`config.mk`:
```
export PLATFORM = sky130hd
export DESIGN_NAME = reg_mem_mp_flat
export DESIGN_NICKNAME = d
export VERILOG_FILES = /design/src/rtl/reg_mem_pkg.sv /design/src/rtl/reg_mem_mp_if.sv /design/src/rtl/reg_mem_sweep.sv /design/src/rtl/reg_mem_mp.sv /design/src/flat_wrapper.sv
export SDC_FILE = /design/constraint.sdc
export NUM_CORES = 1
export LEC_CHECK = 0
export CAP_MARGIN = 20
export CORE_MARGIN = 10
export CORE_UTILIZATION = 30
export CTS_CLUSTER_SIZE = 30
export DETAILED_ROUTE_END_ITERATION = 16
export PLACE_DENSITY = 0.44
export SLEW_MARGIN = 5
export SYNTH_ARGS = -nofsm -noshare
export SYNTH_HDL_FRONTEND = slang
export SYNTH_HIERARCHICAL = 1
export SYNTH_SLANG_ARGS = --single-unit
```
`constraint.sdc`:
```
create_clock -name clk -period 5.8 [get_ports clk]
set_input_delay 1.16 -clock clk [delete_from_list [all_inputs] [get_ports clk]]
set_output_delay 1.16 -clock clk [all_outputs]
set_load 0.005 [all_outputs]
```
`src/rtl/reg_mem_pkg.sv`:
```
// Shared types and sizing helpers for the multi-read-port register memory.
// Imported by the sweep sequencer and the top level.
package reg_mem_pkg;

  localparam int DEF_DATA_WIDTH = 8;
  localparam int DEF_ADDR_BITS  = 5;
  localparam int DEF_NUM_RD     = 2;

  typedef enum logic [1:0] {
    ST_INIT  = 2'd0,
    ST_IDLE  = 2'd1,
    ST_CLEAR = 2'd2
  } state_t;

  function automatic int depth_of(input int addr_bits);
    return 1 << addr_bits;
  endfunction

endpackage

```
`src/rtl/reg_mem_mp_if.sv`:
```
// Bus bundle for reg_mem_mp: one masked write port, NUM_RD read ports, clear request and busy.
// The master side drives requests; the slave side is the memory.
interface reg_mem_mp_if #(
  parameter int DATA_WIDTH = 8,
  parameter int ADDR_BITS  = 5,
  parameter int NUM_RD     = 2
);
  logic                         wr_en;
  logic [ADDR_BITS-1:0]         wr_addr;
  logic [DATA_WIDTH-1:0]        wr_data;
  logic [DATA_WIDTH-1:0]        wr_mask;
  logic [NUM_RD-1:0]            rd_en;
  logic [NUM_RD*ADDR_BITS-1:0]  rd_addr;
  logic [NUM_RD*DATA_WIDTH-1:0] rd_data;
  logic [NUM_RD-1:0]            rd_valid;
  logic                         clr_req;
  logic                         busy;

  modport master (
    output wr_en, wr_addr, wr_data, wr_mask, rd_en, rd_addr, clr_req,
    input  rd_data, rd_valid, busy
  );

  modport slave (
    input  wr_en, wr_addr, wr_data, wr_mask, rd_en, rd_addr, clr_req,
    output rd_data, rd_valid, busy
  );
endinterface

```
`src/rtl/reg_mem_sweep.sv`:
```
// Init/clear sequencer: walks every address once after reset or on clr_req,
// holding busy high for exactly DEPTH cycles.
module reg_mem_sweep
  import reg_mem_pkg::*;
#(
  parameter int ADDR_BITS = DEF_ADDR_BITS
) (
  input  logic                 clk,
  input  logic                 rst_n,
  input  logic                 clr_req,
  output logic                 busy,
  output logic                 sweep_we,
  output logic [ADDR_BITS-1:0] sweep_addr
);

  localparam logic [ADDR_BITS-1:0] LAST_ADDR = ADDR_BITS'(depth_of(ADDR_BITS) - 1);

  state_t state;

  always_ff @(posedge clk or negedge rst_n) begin
    if (!rst_n) begin
      state      <= ST_INIT;
      sweep_addr <= '0;
      busy       <= 1'b1;
    end else begin
      case (state)
        ST_INIT, ST_CLEAR: begin
          // Counter wraps to 0 naturally on the last write, ready for the next sweep.
          sweep_addr <= sweep_addr + ADDR_BITS'(1);
          if (sweep_addr == LAST_ADDR) begin
            state <= ST_IDLE;
            busy  <= 1'b0;
          end
        end
        ST_IDLE: begin
          if (clr_req) begin
            state      <= ST_CLEAR;
            busy       <= 1'b1;
            sweep_addr <= '0;
          end
        end
        default: begin
          state      <= ST_INIT;
          busy       <= 1'b1;
          sweep_addr <= '0;
        end
      endcase
    end
  end

  assign sweep_we = busy;

endmodule

```
`src/rtl/reg_mem_mp.sv`:
```
// Multi-read-port register memory with masked write, write-first bypass per port,
// and a built-in init/clear sweep that locks out the user ports while running.
module reg_mem_mp
  import reg_mem_pkg::*;
#(
  parameter int                    DATA_WIDTH = DEF_DATA_WIDTH,
  parameter int                    ADDR_BITS  = DEF_ADDR_BITS,
  parameter int                    NUM_RD     = DEF_NUM_RD,
  parameter logic [DATA_WIDTH-1:0] INIT_VAL   = '0
) (
  input logic         clk,
  input logic         rst_n,
  reg_mem_mp_if.slave bus
);

  localparam int DEPTH = depth_of(ADDR_BITS);

  logic [DATA_WIDTH-1:0] mem [DEPTH];

  logic                  busy;
  logic                  sweep_we;
  logic [ADDR_BITS-1:0]  sweep_addr;
  logic                  wr_go;
  logic                  clr_go;
  logic [DATA_WIDTH-1:0] wr_merged;

  assign wr_go     = bus.wr_en & ~busy;
  assign clr_go    = bus.clr_req & ~busy;
  assign wr_merged = (mem[bus.wr_addr] & ~bus.wr_mask) | (bus.wr_data & bus.wr_mask);
  assign bus.busy  = busy;

  reg_mem_sweep #(
    .ADDR_BITS (ADDR_BITS)
  ) u_sweep (
    .clk        (clk),
    .rst_n      (rst_n),
    .clr_req    (clr_go),
    .busy       (busy),
    .sweep_we   (sweep_we),
    .sweep_addr (sweep_addr)
  );

  // The sweep owns the write port whenever busy; user writes are simply dropped then.
  always_ff @(posedge clk) begin
    if (sweep_we) begin
      mem[sweep_addr] <= INIT_VAL;
    end else if (wr_go) begin
      mem[bus.wr_addr] <= wr_merged;
    end
  end

  for (genvar p = 0; p < NUM_RD; p++) begin : g_rd
    logic [ADDR_BITS-1:0]  rd_addr_p;
    logic [DATA_WIDTH-1:0] data_q;
    logic                  valid_q;

    assign rd_addr_p = bus.rd_addr[p*ADDR_BITS +: ADDR_BITS];

    // Write-first: a same-cycle write to this address returns the merged word.
    always_ff @(posedge clk or negedge rst_n) begin
      if (!rst_n) begin
        data_q  <= '0;
        valid_q <= 1'b0;
      end else if (!busy && bus.rd_en[p]) begin
        valid_q <= 1'b1;
        data_q  <= (wr_go && (bus.wr_addr == rd_addr_p)) ? wr_merged : mem[rd_addr_p];
      end else begin
        valid_q <= 1'b0;
      end
    end

    assign bus.rd_data[p*DATA_WIDTH +: DATA_WIDTH] = data_q;
    assign bus.rd_valid[p]                         = valid_q;
  end

endmodule

```
`src/flat_wrapper.sv`:
```
// flat-port wrapper written by rule: the top's interface ports become plain ports
module reg_mem_mp_flat import reg_mem_pkg::*;
#(
  parameter int                    DATA_WIDTH = DEF_DATA_WIDTH,
  parameter int                    ADDR_BITS  = DEF_ADDR_BITS,
  parameter int                    NUM_RD     = DEF_NUM_RD,
  parameter logic [DATA_WIDTH-1:0] INIT_VAL   = '0
)
  (clk, rst_n, bus_wr_en, bus_wr_addr, bus_wr_data, bus_wr_mask, bus_rd_en, bus_rd_addr, bus_clr_req, bus_rd_data, bus_rd_valid, bus_busy);
  reg_mem_mp_if #(.DATA_WIDTH(DATA_WIDTH), .ADDR_BITS(ADDR_BITS), .NUM_RD(NUM_RD)) bus_i ();
  input logic clk;
  input logic rst_n;
  input wire logic [$bits(bus_i.wr_en)-1:0] bus_wr_en;
  input wire logic [$bits(bus_i.wr_addr)-1:0] bus_wr_addr;
  input wire logic [$bits(bus_i.wr_data)-1:0] bus_wr_data;
  input wire logic [$bits(bus_i.wr_mask)-1:0] bus_wr_mask;
  input wire logic [$bits(bus_i.rd_en)-1:0] bus_rd_en;
  input wire logic [$bits(bus_i.rd_addr)-1:0] bus_rd_addr;
  input wire logic [$bits(bus_i.clr_req)-1:0] bus_clr_req;
  output wire logic [$bits(bus_i.rd_data)-1:0] bus_rd_data;
  output wire logic [$bits(bus_i.rd_valid)-1:0] bus_rd_valid;
  output wire logic [$bits(bus_i.busy)-1:0] bus_busy;
  assign bus_i.wr_en = bus_wr_en;
  assign bus_i.wr_addr = bus_wr_addr;
  assign bus_i.wr_data = bus_wr_data;
  assign bus_i.wr_mask = bus_wr_mask;
  assign bus_i.rd_en = bus_rd_en;
  assign bus_i.rd_addr = bus_rd_addr;
  assign bus_i.clr_req = bus_clr_req;
  assign bus_rd_data = bus_i.rd_data;
  assign bus_rd_valid = bus_i.rd_valid;
  assign bus_busy = bus_i.busy;
  reg_mem_mp #(.DATA_WIDTH(DATA_WIDTH), .ADDR_BITS(ADDR_BITS), .NUM_RD(NUM_RD), .INIT_VAL(INIT_VAL)) u_core (.clk(clk), .rst_n(rst_n), .bus(bus_i));
endmodule
```
**After elaboration in Yosys (flattened, before gate mapping)**

Memories as Yosys holds them, arrays and structs flattened. A register that Yosys moved wholly into a read port is not among the register bits.
Cells that the tools add are included.

- Register bits: 10
- RAM bits: 256
- Output and inout port bits: 19
- Memories kept: 1

- Add/sub/neg operators: 1
- Eq/ne operators: 5
- Multiplexer cells: 18
- Bitwise logic cells: 7
- Reductions and logical operators: 9

Memory list:

| memory | words | bits a word | rd ports | clocked after memory_dff | wr ports | RTL line | RTL |
|---|---|---|---|---|---|---|---|
| u_core.mem | 32 | 8 | 3 | 2 | 1 | reg_mem_mp.sv:18 | `logic [DATA_WIDTH-1:0] mem [DEPTH];` |

Operators by type and width:

| operator | count |
|---|---|
| 8-bit bitwise AND | 2 |
| 1-bit 2-to-1 mux | 10 |
| 5-bit 2-to-1 mux | 2 |
| 5-bit case mux with 2 select lines | 1 |
| 8-bit 2-to-1 mux | 1 |
| 8-bit inverter | 1 |
| 8-bit OR | 1 |
| 8-bit OR reduction | 1 |
| 5-bit by 1-bit adder with 5-bit output (second input constant) | 1 |
| 5-bit equality test (second input constant) | 1 |
| 2-bit 2-to-1 mux | 2 |
| 2-bit case mux with 2 select lines | 1 |
| 1-bit logical NOT | 3 |
| 1-bit bitwise AND | 2 |
| 2-bit by 1-bit equality test with 1-bit output (second input constant) | 1 |
| 2-bit equality test (second input constant) | 1 |
| 1-bit logical AND | 2 |
| 2-bit logical NOT | 1 |
| 2-bit by 1-bit != test with 1-bit output (second input constant) | 1 |
| 2-bit != test (second input constant) | 1 |
| 1-bit case mux with 2 select lines | 1 |
| 2-bit AND reduction | 1 |
| 2-bit OR reduction | 1 |
| 1-bit inverter | 1 |

**Longest topological paths before layout**

- Depth after elaboration: 7
- Depth in mapped cells: 11
- Gate-level depth less buffers: 6

**Cells and area by module**

Netlist, hierarchy kept.

Modules (own cells, without submodules):

| module | instances | cells each | area each (µm²) | sequential area each (µm²) |
|---|---|---|---|---|
| reg_mem_mp | 1 | 1057 | 15596.2 | 8137.8 |
| reg_mem_sweep | 1 | 37 | 384.1 | 201.4 |

**Worst setup path before layout**

OpenSTA, ideal clock, no wires.

- Path type: input to register
- Start point: in bus_wr_addr[0]
- End point: mem u_core.mem[0][1] (data pin)
- Library setup time: 0.351 ns
- Arrival: 3.271 ns
- Data required time: 5.449 ns
- Path slack: 2.178 ns
- Cell stages on the path: 9
- Buffers on the path: 4
- Path through: buf_6 > buf_12 > buf_12 > buf_6 > mux2i_1 > a221oi_1 > o22ai_1 > o31a_1 > nor2_1

- Word-level cells in the longest chain between the ends: 4

RTL lines:

| element | RTL line | RTL |
|---|---|---|
| from (decl) | flat_wrapper.sv:14 | `input wire logic [$bits(bus_i.wr_addr)-1:0] bus_wr_addr;` |
| memory 32 x 8 bit | -- |  |
| 8-bit bitwise AND | reg_mem_mp.sv:29 | `assign wr_merged = (mem[bus.wr_addr] & ~bus.wr_mask) \| (bus.wr_data & bus.wr_mask);` |
| 8-bit OR | reg_mem_mp.sv:29 |  |
| 8-bit 2-to-1 mux (no source line) | -- |  |
| to (decl) | reg_mem_mp.sv:18 |  |

Every way passes these cells.

**Worst setup path after layout**

- Start point: in bus_wr_addr[2]
- End point: mem u_core.mem[28][0] (data pin)

The elaborated chain is that of the path after synthesis.

==> results.cfg <==
[run_status]
status = finished, final reports clean

[detailed_routing]
via_per_inst = 5.74
firstDrtPassIters = 5
vias = 10800
wl_mm = 56.2
post-route-drc-count = 0
drt-initial-drc-count = 1098
wl_per_cell_um = 29.9
drt.antenna.violating_nets = 0

[clocking]
clock-sinks = 282
clkTransAtPathRegs_ns = 0.05
insertion_delay_ns = 0.55
cts.repair.resized = 0
cts_hold_buf = 0
cts_setup_buffers = 0
cts_inserted_buffers = 35
htreeDepth = 2
cts_tree = done
cts-root-buf = clkbuf_16
clockBufferDepth = 3

[floorplan]
die_w_um = 251
die_y_um = 251
initial_utilization_pct = 30.3
die-area_mm2 = 0.0629
io_pins = 56
num_rows = 84
core_mm2 = 0.0527

[synth]
synthXorXnorAreaFrac_pct = 0.658
synthCells = 1094
synth-compound-area-share_pct = 9.52
yosys.area_share.simple_pct = 5.51
synth_top_family_by_area = multiplexers
yosysTopAreaCellShare_pct = 48.1
synth_edf_count = 256
netlist_area_mm2 = 0.0160
synth_flop_cell = edfxtp_1
yosys_warnings = 6
syn_nets = 1133
ys_async_sr_fraction_pct = 9.22
synth_area_leaders = edfxtp_1 (48%), mux4_2 (14%), mux2i_1 (12%)
ys_ff_latch = 282
yosysTopAreaCell = edfxtp_1
yosysMostFrequentCell = edfxtp_1
synth_adder_area_share_pct = 0.157
synthMuxAreaShare_pct = 27.8
syn_area_per_cell_um2 = 14.6
synth_common_cells = edfxtp_1 (256), mux2i_1 (191), mux4_2 (101)
ys_types = 60
synth.yosys.seq_area_share_pct = 52.2

[setup_path]
endpoint_kind = flop
ff2ff_setup_slack_ns = 2.51
crit_type = in2reg
r2r_end = u_core/mem[2][3]
crit_arrival_ns = 4.18
crit_fanout = 32
cp.required_ns = 6.05
crit_path_end = u_core/mem[28][0]
reg2reg_from = u_core/u_sweep/busy
critical_path.startpoint = bus_wr_addr[2]
startpoint_type = primary input
r2r_cells = 6

[cells_and_area]
multi_input_comb_area_mm2 = 0.00702
post-route-util_pct = 34.9
fin_nets = 1207
regArea_mm2 = 0.00834
fill_cells = 5086
drive_above_1_share_pct = 21.7
final_area_mm2 = 0.0184
layout-area-overhead-vs-synth_pct = 15.2
antenna_cells = 0

[grt]
track_usage_pct = 17.4
antenna_found_initial = 0
grt_max_degree = 67
grt_pass1_vias = 10900
gr-total-overflow = 0
grt_pass1_wl_mm = 80.4

[sta]
setup_tns_ns = 0
rsz0062_at_grt = no
worst_pin_slew_ns = 1.04
hold_viol = 0
finalClockSkew_ns = 0.0136
fin_crit_ns = 3.93
worst_slack_ns = 1.87
slew_headroom_pct = 30.1
finalCritPeriodShare_pct = 67.7
maxSlewViolCount = 0
finalSetupViolations = 0
fmax_mhz = 255

[pwr]
seq_power_share_pct = 43.9
p_leak_nw = 6.52
irDropWorstVdd_v = 0.000142
power.density_mw_per_mm2 = 335
p_int_mw = 4.27
power.switching_mw = 1.89
p_total_mw = 6.16
clockPowerShare_pct = 33.3
power_frac_comb_pct = 22.8
swShare_pct = 30.7

[place]
port_buffers = 55
place_congestion = 0.847
pre_cts_ws_ns = 0.940
dpl_cell_area_mm2 = 0.0173
hpwlAfterDp_mm = 39.8

[run]
drv_cap = 0

[worst_hold_path]
hold_path_class = reg2reg
[per-layer routing]
layer	track usage [%]	vias up	part of all wire (%)
met5	0	-	0
met3	3.11	73	6.0
met4	4.73	0	2.3
met1	24.9	5663	47
li1	-	4628	-
met2	26.6	419	45
[worst max-delay path, stage by stage]
cell             delay (ns)
clkdlybuf4s50_1        0.76
nor2_2                 0.82
buf_4                  0.32
a22o_1                 0.16
a221oi_1               0.05
o22ai_1                0.33
o31a_1                 0.27
nor2_2                 0.04
buf_4                  0.24
[registers in the layout, summed over array words and instances, names as in the netlist]
name                       cells
u_core/g_rd.data_q            16
u_core/g_rd.valid_q            2
u_core/u_sweep/state           2
u_core/u_sweep/busy            1
u_core/mem                   256
u_core/u_sweep/sweep_addr      5
[power groups by stage]
stage	Combinational (mW)	Clock, mW	Sequential (mW)
3_3_place_gp	1.41	0	2.73
3_5_place_dp	1.39	0	2.74
5_1_grt	1.49	2.19	2.73
4_1_cts	1.40	2.11	2.70
2_1_floorplan	0.805	0	2.67
6_report	1.41	2.05	2.70
[cell families (layout without fill, tap and decap cells)]
logic type	count (synthesis)	in the layout
AOI/OAI and AO/OA	209	209
xor gates and xnor gates	12	12
adders and majority gates	2	2
buffers and inverters	96	194
DFF	282	282
muxes	307	307
and+or+nand+nor	186	186
[metrics by stage]
stage          cells  hold WS, ns
3_5_place_dp    1817        0.470
4_1_cts         1878        0.483
6_report        1880        0.477
5_1_grt         1880        0.497
2_1_floorplan   1094        0.473
3_3_place_gp    1815        0.470
[how the worst min path moves through the flow]
stage                                  start  cells after the start                  endpoint
finish              u_core/g_rd[1].data_q[7]                      2  u_core/g_rd[1].data_q[7]
global placement    u_core/g_rd[1].data_q[5]                      2  u_core/g_rd[1].data_q[5]
detailed placement  u_core/g_rd[1].data_q[7]                      2  u_core/g_rd[1].data_q[7]
floorplan           u_core/g_rd[0].data_q[5]                      2  u_core/g_rd[0].data_q[5]
CTS                 u_core/g_rd[1].data_q[7]                      2  u_core/g_rd[1].data_q[7]
global route        u_core/g_rd[1].data_q[7]                      2  u_core/g_rd[1].data_q[7]
[area by class of cell]
| type | instances | share of cell area, % |
|---|---|---|
| clock buffer | 46 | 5.32 |
| clock inverter | 15 | 0.428 |
| tap | 688 | 4.68 |
| inverter | 7 | 0.143 |
| multi-input combinational | 716 | 38.1 |
| sequential | 282 | 45.3 |
| timing repair buffer | 126 | 5.98 |
[cells in the final DEF, fill, tap and decap left out, types with 6 or more instances in the layout]
cell | synthesis | layout
edfxtp_1 | 256 | 256
mux2i_1 | 191 | 191
mux4_2 | 101 | 101
buf_4 | 13 | 69
nand2_1 | 55 | 55
nor2_1 | 58 | 51
clkdlybuf4s50_1 | 0 | 50
a22oi_1 | 50 | 50
clkbuf_16 | 0 | 37
a21oi_1 | 35 | 33
o22ai_1 | 25 | 25
dfrtp_1 | 25 | 25
a22o_1 | 24 | 24
a221oi_1 | 23 | 23
nor2b_1 | 15 | 13
nand3_1 | 12 | 12
nand2b_1 | 10 | 10
o21ai_0 | 10 | 10
mux2_2 | 9 | 9
xnor2_1 | 9 | 9
nor2_2 | 1 | 8
nor3_1 | 8 | 8
clkbuf_1 | 35 | 7
inv_1 | 7 | 7
clkinv_1 | 0 | 6
o31a_1 | 6 | 6
mux4_1 | 6 | 6
No activity file was read; power rests on OpenSTA's default activity.
